===== config.mk =====
export PLATFORM = sky130hd
export DESIGN_NAME = uart2wb_wb_guard_flat
export DESIGN_NICKNAME = d
export VERILOG_FILES = /design/src/rtl/uart2wb_wb_guard_if.sv /design/src/rtl/uart2wb_wb_guard.sv /design/src/flat_wrapper.sv
export SDC_FILE = /design/constraint.sdc
export NUM_CORES = 1
export LEC_CHECK = 0
export CAP_MARGIN = 20
export CORE_UTILIZATION = 45
export CTS_CLUSTER_DIAMETER = 80
export DETAILED_ROUTE_END_ITERATION = 12
export GPL_ROUTABILITY_DRIVEN = 0
export PLACE_DENSITY = 0.91
export SLEW_MARGIN = 5
export SYNTH_ARGS = -nofsm -noshare
export SYNTH_HDL_FRONTEND = slang
export SYNTH_SLANG_ARGS = --single-unit
export TNS_END_PERCENT = 10

===== constraint.sdc =====
create_clock -name app_clk -period 8.1 [get_ports app_clk]
set_clock_uncertainty 0.05 [all_clocks]
set_input_delay 1.62 -clock app_clk [delete_from_list [all_inputs] [get_ports app_clk]]
set_output_delay 1.62 -clock app_clk [all_outputs]
set_load 0.05 [all_outputs]

===== src/rtl/uart2wb_wb_guard_if.sv =====
// Bus bundle around the guard: bridge-facing s_* side and system-facing m_* side.
// Signal suffixes are relative to the guard; the master modport is the guard's view.
`timescale 1ns/1ps
interface uart2wb_wb_guard_if;
  logic        s_stb_i;
  logic [31:0] s_adr_i;
  logic        s_we_i;
  logic [31:0] s_dat_i;
  logic [3:0]  s_sel_i;
  logic [31:0] s_dat_o;
  logic        s_ack_o;
  logic        m_cyc_o;
  logic        m_stb_o;
  logic [31:0] m_adr_o;
  logic        m_we_o;
  logic [31:0] m_dat_o;
  logic [3:0]  m_sel_o;
  logic [31:0] m_dat_i;
  logic        m_ack_i;
  logic        m_err_i;

  modport master (
    input  s_stb_i, s_adr_i, s_we_i, s_dat_i, s_sel_i, m_dat_i, m_ack_i, m_err_i,
    output s_dat_o, s_ack_o, m_cyc_o, m_stb_o, m_adr_o, m_we_o, m_dat_o, m_sel_o
  );

  modport slave (
    output s_stb_i, s_adr_i, s_we_i, s_dat_i, s_sel_i, m_dat_i, m_ack_i, m_err_i,
    input  s_dat_o, s_ack_o, m_cyc_o, m_stb_o, m_adr_o, m_we_o, m_dat_o, m_sel_o
  );
endinterface


===== src/rtl/uart2wb_wb_guard.sv =====
// Wishbone master-side guard: registers bridge requests onto the system bus and
// guarantees exactly one upstream ack per request (target ack, error or timeout).
`timescale 1ns/1ps
module uart2wb_wb_guard #(
  parameter int unsigned TO_W     = 10,
  parameter logic [31:0] ERR_DATA = 32'hDEAD_BEEF
) (
  input  logic                 app_clk,
  input  logic                 arst_n,
  input  logic                 cfg_to_enb,
  input  logic [TO_W-1:0]      cfg_to_cyc,
  uart2wb_wb_guard_if.master   bus,
  output logic [7:0]           err_cnt,
  output logic [7:0]           to_cnt,
  output logic [31:0]          last_fault_adr,
  output logic                 fault_pulse
);

  localparam int unsigned CW = TO_W + 1;

  typedef enum logic [1:0] {IDLE, REQ, RESP, WAIT_DROP} state_t;

  state_t          state_q, state_d;
  logic            m_stb_q, m_stb_d;
  logic [31:0]     m_adr_q, m_adr_d;
  logic            m_we_q, m_we_d;
  logic [31:0]     m_dat_q, m_dat_d;
  logic [3:0]      m_sel_q, m_sel_d;
  logic [31:0]     s_dat_q, s_dat_d;
  logic            s_ack_q, s_ack_d;
  logic [TO_W-1:0] to_q, to_d;
  logic [7:0]      err_cnt_q, err_cnt_d;
  logic [7:0]      to_cnt_q, to_cnt_d;
  logic [31:0]     fault_adr_q, fault_adr_d;
  logic            fault_q, fault_d;
  logic [CW-1:0]   to_lim;
  logic [CW-1:0]   to_nxt;

  // Timeout limit (0 behaves as 1) and the counter value after this cycle's tick
  always_comb begin
    to_lim = (cfg_to_cyc == '0) ? CW'(1) : CW'(cfg_to_cyc);
    to_nxt = CW'(to_q) + CW'(1);
  end

  // Next-state and datapath: accept, wait for err/ack/timeout, ack once, wait for strobe drop
  always_comb begin
    state_d     = state_q;
    m_stb_d     = m_stb_q;
    m_adr_d     = m_adr_q;
    m_we_d      = m_we_q;
    m_dat_d     = m_dat_q;
    m_sel_d     = m_sel_q;
    s_dat_d     = s_dat_q;
    s_ack_d     = 1'b0;
    to_d        = to_q;
    err_cnt_d   = err_cnt_q;
    to_cnt_d    = to_cnt_q;
    fault_adr_d = fault_adr_q;
    fault_d     = 1'b0;
    case (state_q)
      IDLE: begin
        if (bus.s_stb_i) begin
          m_adr_d = bus.s_adr_i;
          m_we_d  = bus.s_we_i;
          m_dat_d = bus.s_dat_i;
          m_sel_d = bus.s_sel_i;
          to_d    = '0;
          m_stb_d = 1'b1;
          state_d = REQ;
        end
      end
      REQ: begin
        if (cfg_to_enb) begin
          to_d = TO_W'(to_nxt);
        end
        if (bus.m_err_i) begin
          s_dat_d     = ERR_DATA;
          err_cnt_d   = (err_cnt_q == 8'hFF) ? err_cnt_q : err_cnt_q + 8'd1;
          fault_adr_d = m_adr_q;
          fault_d     = 1'b1;
          s_ack_d     = 1'b1;
          m_stb_d     = 1'b0;
          state_d     = RESP;
        end else if (bus.m_ack_i) begin
          if (!m_we_q) begin
            s_dat_d = bus.m_dat_i;
          end
          s_ack_d = 1'b1;
          m_stb_d = 1'b0;
          state_d = RESP;
        end else if (cfg_to_enb && (to_nxt >= to_lim)) begin
          s_dat_d     = ERR_DATA;
          to_cnt_d    = (to_cnt_q == 8'hFF) ? to_cnt_q : to_cnt_q + 8'd1;
          fault_adr_d = m_adr_q;
          fault_d     = 1'b1;
          s_ack_d     = 1'b1;
          m_stb_d     = 1'b0;
          state_d     = RESP;
        end
      end
      RESP: begin
        state_d = WAIT_DROP;
      end
      WAIT_DROP: begin
        if (!bus.s_stb_i) begin
          state_d = IDLE;
        end
      end
      default: begin
        state_d = IDLE;
        m_stb_d = 1'b0;
      end
    endcase
  end

  // State and output registers; reset aborts any in-flight transaction
  always_ff @(posedge app_clk or negedge arst_n) begin
    if (!arst_n) begin
      state_q     <= IDLE;
      m_stb_q     <= 1'b0;
      m_adr_q     <= '0;
      m_we_q      <= 1'b0;
      m_dat_q     <= '0;
      m_sel_q     <= '0;
      s_dat_q     <= '0;
      s_ack_q     <= 1'b0;
      to_q        <= '0;
      err_cnt_q   <= '0;
      to_cnt_q    <= '0;
      fault_adr_q <= '0;
      fault_q     <= 1'b0;
    end else begin
      state_q     <= state_d;
      m_stb_q     <= m_stb_d;
      m_adr_q     <= m_adr_d;
      m_we_q      <= m_we_d;
      m_dat_q     <= m_dat_d;
      m_sel_q     <= m_sel_d;
      s_dat_q     <= s_dat_d;
      s_ack_q     <= s_ack_d;
      to_q        <= to_d;
      err_cnt_q   <= err_cnt_d;
      to_cnt_q    <= to_cnt_d;
      fault_adr_q <= fault_adr_d;
      fault_q     <= fault_d;
    end
  end

  assign bus.m_cyc_o    = m_stb_q;
  assign bus.m_stb_o    = m_stb_q;
  assign bus.m_adr_o    = m_adr_q;
  assign bus.m_we_o     = m_we_q;
  assign bus.m_dat_o    = m_dat_q;
  assign bus.m_sel_o    = m_sel_q;
  assign bus.s_dat_o    = s_dat_q;
  assign bus.s_ack_o    = s_ack_q;
  assign err_cnt        = err_cnt_q;
  assign to_cnt         = to_cnt_q;
  assign last_fault_adr = fault_adr_q;
  assign fault_pulse    = fault_q;

endmodule


===== src/flat_wrapper.sv =====
// flat-port wrapper written by rule: the top's interface ports become plain ports
module uart2wb_wb_guard_flat 
#(
  parameter int unsigned TO_W     = 10,
  parameter logic [31:0] ERR_DATA = 32'hDEAD_BEEF
)
  (app_clk, arst_n, cfg_to_enb, cfg_to_cyc, err_cnt, to_cnt, last_fault_adr, fault_pulse, bus_s_stb_i, bus_s_adr_i, bus_s_we_i, bus_s_dat_i, bus_s_sel_i, bus_m_dat_i, bus_m_ack_i, bus_m_err_i, bus_s_dat_o, bus_s_ack_o, bus_m_cyc_o, bus_m_stb_o, bus_m_adr_o, bus_m_we_o, bus_m_dat_o, bus_m_sel_o);
  uart2wb_wb_guard_if bus_i ();
  input  logic app_clk;
  input  logic arst_n;
  input  logic cfg_to_enb;
  input  logic [TO_W-1:0] cfg_to_cyc;
  output logic [7:0] err_cnt;
  output logic [7:0] to_cnt;
  output logic [31:0] last_fault_adr;
  output logic fault_pulse;
  input wire logic [$bits(bus_i.s_stb_i)-1:0] bus_s_stb_i;
  input wire logic [$bits(bus_i.s_adr_i)-1:0] bus_s_adr_i;
  input wire logic [$bits(bus_i.s_we_i)-1:0] bus_s_we_i;
  input wire logic [$bits(bus_i.s_dat_i)-1:0] bus_s_dat_i;
  input wire logic [$bits(bus_i.s_sel_i)-1:0] bus_s_sel_i;
  input wire logic [$bits(bus_i.m_dat_i)-1:0] bus_m_dat_i;
  input wire logic [$bits(bus_i.m_ack_i)-1:0] bus_m_ack_i;
  input wire logic [$bits(bus_i.m_err_i)-1:0] bus_m_err_i;
  output wire logic [$bits(bus_i.s_dat_o)-1:0] bus_s_dat_o;
  output wire logic [$bits(bus_i.s_ack_o)-1:0] bus_s_ack_o;
  output wire logic [$bits(bus_i.m_cyc_o)-1:0] bus_m_cyc_o;
  output wire logic [$bits(bus_i.m_stb_o)-1:0] bus_m_stb_o;
  output wire logic [$bits(bus_i.m_adr_o)-1:0] bus_m_adr_o;
  output wire logic [$bits(bus_i.m_we_o)-1:0] bus_m_we_o;
  output wire logic [$bits(bus_i.m_dat_o)-1:0] bus_m_dat_o;
  output wire logic [$bits(bus_i.m_sel_o)-1:0] bus_m_sel_o;
  assign bus_i.s_stb_i = bus_s_stb_i;
  assign bus_i.s_adr_i = bus_s_adr_i;
  assign bus_i.s_we_i = bus_s_we_i;
  assign bus_i.s_dat_i = bus_s_dat_i;
  assign bus_i.s_sel_i = bus_s_sel_i;
  assign bus_i.m_dat_i = bus_m_dat_i;
  assign bus_i.m_ack_i = bus_m_ack_i;
  assign bus_i.m_err_i = bus_m_err_i;
  assign bus_s_dat_o = bus_i.s_dat_o;
  assign bus_s_ack_o = bus_i.s_ack_o;
  assign bus_m_cyc_o = bus_i.m_cyc_o;
  assign bus_m_stb_o = bus_i.m_stb_o;
  assign bus_m_adr_o = bus_i.m_adr_o;
  assign bus_m_we_o = bus_i.m_we_o;
  assign bus_m_dat_o = bus_i.m_dat_o;
  assign bus_m_sel_o = bus_i.m_sel_o;
  uart2wb_wb_guard #(.TO_W(TO_W), .ERR_DATA(ERR_DATA)) u_core (.app_clk(app_clk), .arst_n(arst_n), .cfg_to_enb(cfg_to_enb), .cfg_to_cyc(cfg_to_cyc), .bus(bus_i), .err_cnt(err_cnt), .to_cnt(to_cnt), .last_fault_adr(last_fault_adr), .fault_pulse(fault_pulse));
endmodule

==> results.yml <==
hold_path:
  hold_class: "reg -> reg"
cells_and_area:
  area.growth.synth_to_final_pct: 49.25
  design_area_sq_um: 10440
  regArea_sq_um: 4104
  diodes: 0
  fin_nets: 911
  drive_gt1_share_pct: 19.26
  fillers: 1052
  multiInputGateArea_sq_um: 2683
detailed_routing:
  wirelength_microns: 17590
  final_antenna_net_count: 0
  drt-wirelength-per-cell_microns: 18.01
  routed_via_density: 5.146
  first_pass_iters: 4
  drt-initial-drc-count: 144
  drc: 0
  vias: 5028
synth:
  syn_avg_cell_area_sq_um: 13.84
  syn_inst: 505
  ys_seq_area_share_pct: 58.70
  ys_top_cells_by_area: "dfrtp_1 (59%), mux2_2 (12%), mux2_4 (6.4%)"
  synthArstFlopShare_pct: 100.0
  syn_area_sq_um: 6992
  ys_top_cells_by_count: "dfrtp_1 (164), mux2_2 (74), mux2_4 (30)"
  synth-edff-count: 0
  yosysWarnings: 0
  synth_top_area_cell: "dfrtp_1"
  ys.flop_type: "dfrtp_1"
  synthesis.nets: 640
  yosysTopAreaCellShare_pct: 58.70
  synth-seq-cells: 164
  synthMostInstantiatedCell: "dfrtp_1"
  yosysUniqueCellTypes: 49
floorplan:
  core.rowCount: 45
  start_util_pct: 45.99
  die_w_microns: 126.6
  die_h_microns: 126.6
  core_sq_um: 15200
  die_area_sq_um: 16040
  io_pins: 270
grt:
  grt_use_total_pct: 22.53
  grt_overflow: 0
  grt_first_pass_wirelength_microns: 27640
  first_global_vias: 5199
  grt_max_degree: 93
  antenna_found_initial: 0
outcome:
  status: "complete, no violations"
clock_tree:
  ctsHtreeMaxLevel: 4
  clk_latency_ns: 0.42
  cts_tree: "yes"
  clkTransAtPathRegs_ns: 0.07
  ctsResizeCount: 0
  hold_buffers: 0
  clock-root-buffer: "clkbuf_16"
  cts.sinks: 164
  numCtsBuffers: 17
  clockBufferDepth: 2
  cts_setup_buffers: 0
setup_path:
  crit_required_ns: 8.34
  crit_path_end_kind: "flip-flop"
  crit_path_max_fanout: 31
  path_depth: 11
  path_cells: "clkdlybuf4s50_1 > nor4_1 > a41o_1 > ha_1 > nor2_1 > a21oi_1 > o221a_2 > o31ai_4 > buf_4 > inv_2 > mux2_2"
  cp_top_family: "buffers and inverters"
  worst-path-buf-inv: 3
  endpoint: "u_core.last_fault_adr[16]"
  rr_endpoint: "u_core.last_fault_adr[16]"
  critPathKind: "in -> reg"
  worst_path_max_delay_cell: "buf_4"
  r2r_start: "u_core.to_q[2]"
  rr_worst_depth: 11
  r2r_slack_ns: 4.31
  arrival_ns: 4.53
  cp-start-kind: "primary input"
  startpoint: "cfg_to_cyc[7]"
  cpPeakStageDelay_ns: 0.55
power:
  powerDensity_nw_per_um2: 480.2
  vdd_drop_max_v: 0.0003058
  leakage_uw: 0.004598
timing:
  slew_violations: 0
  fmax_mhz: 233.4
  hold_viol_final: 0
  finalSetupViolations: 0
  worst-slew-pin-transition_ns: 1.046
  period_minus_slack_ns: 4.284
  rsz0062_at_grt: "no"
  fin_crit_sh_pct: 52.89
  slew_headroom_pct: 30.05
  tns_ns: 0
job:
  max_cap_viol_count: 0
placement:
  dp_hpwl_microns: 12570
  portBuffers: 269
  place_area_sq_um: 9839
## cells by family after synthesis
logic type      Yosys count  synth area share [%]
mux                     106                 18.65
flops                   164                 58.70
compound gates           75                 8.590
buf+inv                  47                 3.131
simple gates             73                 4.957
xor+xnor                 22                 2.756
fa+ha+maj                18                 3.221
## worst register-to-register path, delay by kind of cell (launching register included)
family	cells	cell delay [ns]
compound gates	2	0.57
xor+xnor	1	0.18
fa+ha+maj	1	0.31
buf+inv	2	0.68
flops	1	0.42
mux	1	0.31
simple gates	4	1.16
## per-stage QoR
step,cells,hold slack (ns),utilization [%],setup WS [ns],total power (uW)
6_report,977,0.4399,68.64,3.816,5011
4_1_cts,977,0.4408,68.64,3.798,5041
2_1_floorplan,505,0.4414,-,4.418,3239
3_5_place_dp,945,0.4265,64.72,3.368,4216
5_1_grt,977,0.4503,68.64,3.655,5209
3_3_place_gp,945,0.4199,64.72,3.460,4137
## layout by cell type, fill, tap and decap left out, types with 13 or more instances in the layout
master and n:
ha_1 18, xor2_1 14, o21ai_0 18, o22a_1 24
clkbuf_16 17, clkdlybuf4s50_1 268, dfrtp_1 164, nand3_1 13
mux2_4 30, inv_1 26, nand2_1 26, mux2_2 74
## layout make-up
cell class / count / share of cell area (%)
clock buffers: 17 / 4.077
clock inverters: 15 / 1.631
inverters: 27 / 0.9712
multi-input cells: 294 / 25.71
flip-flops and latches: 164 / 39.33
well taps: 188 / 2.254
repair buffers: 272 / 26.03
## per-layer routing
metal  part of all wire [%]  track usage (%)
met5                      0                0
met2                     50            38.48
met4                    2.7            9.001
met1                     41            27.46
met3                    5.8            5.525
## report_power, final
part | total, uW | switching (uW) | internal [uW] | leakage (uW)
clock | 813 | 349 | 464 | 0.000292
sequential | 1430 | 248 | 1190 | 0.00197
combinational | 2770 | 1730 | 1030 | 0.00234
total | 5010 | 2330 | 2680 | 0.00460
## state kept, by name, summed over array words and instances (netlist names)
register               count
u_core.fault_pulse         1
u_core.bus.m_we_o          1
u_core.last_fault_adr     32
u_core.bus.m_dat_o        32
u_core.bus.m_sel_o         4
u_core.bus.s_ack_o         1
u_core.state_q             2
u_core.err_cnt             8
u_core.to_cnt              8
u_core.bus.m_adr_o        32
u_core.bus.m_cyc_o         1
u_core.bus.s_dat_o        32
u_core.to_q               10
## worst min path at each step
stage / slack (ns) / end / start / cells past startpoint
after floorplan: 0.44 / u_core.to_q[9] / u_core.to_q[9] / 1
after global placement: 0.42 / u_core.bus.s_dat_o[30] / u_core.bus.s_dat_o[30] / 1
after detailed placement: 0.43 / u_core.bus.s_dat_o[30] / u_core.bus.s_dat_o[30] / 1
after CTS: 0.44 / u_core.to_cnt[5] / u_core.to_cnt[5] / 1
after global routing: 0.45 / u_core.to_cnt[5] / u_core.to_cnt[5] / 1
final: 0.44 / u_core.bus.s_dat_o[30] / u_core.bus.s_dat_o[30] / 1
(Power assumes the default switching activity.)
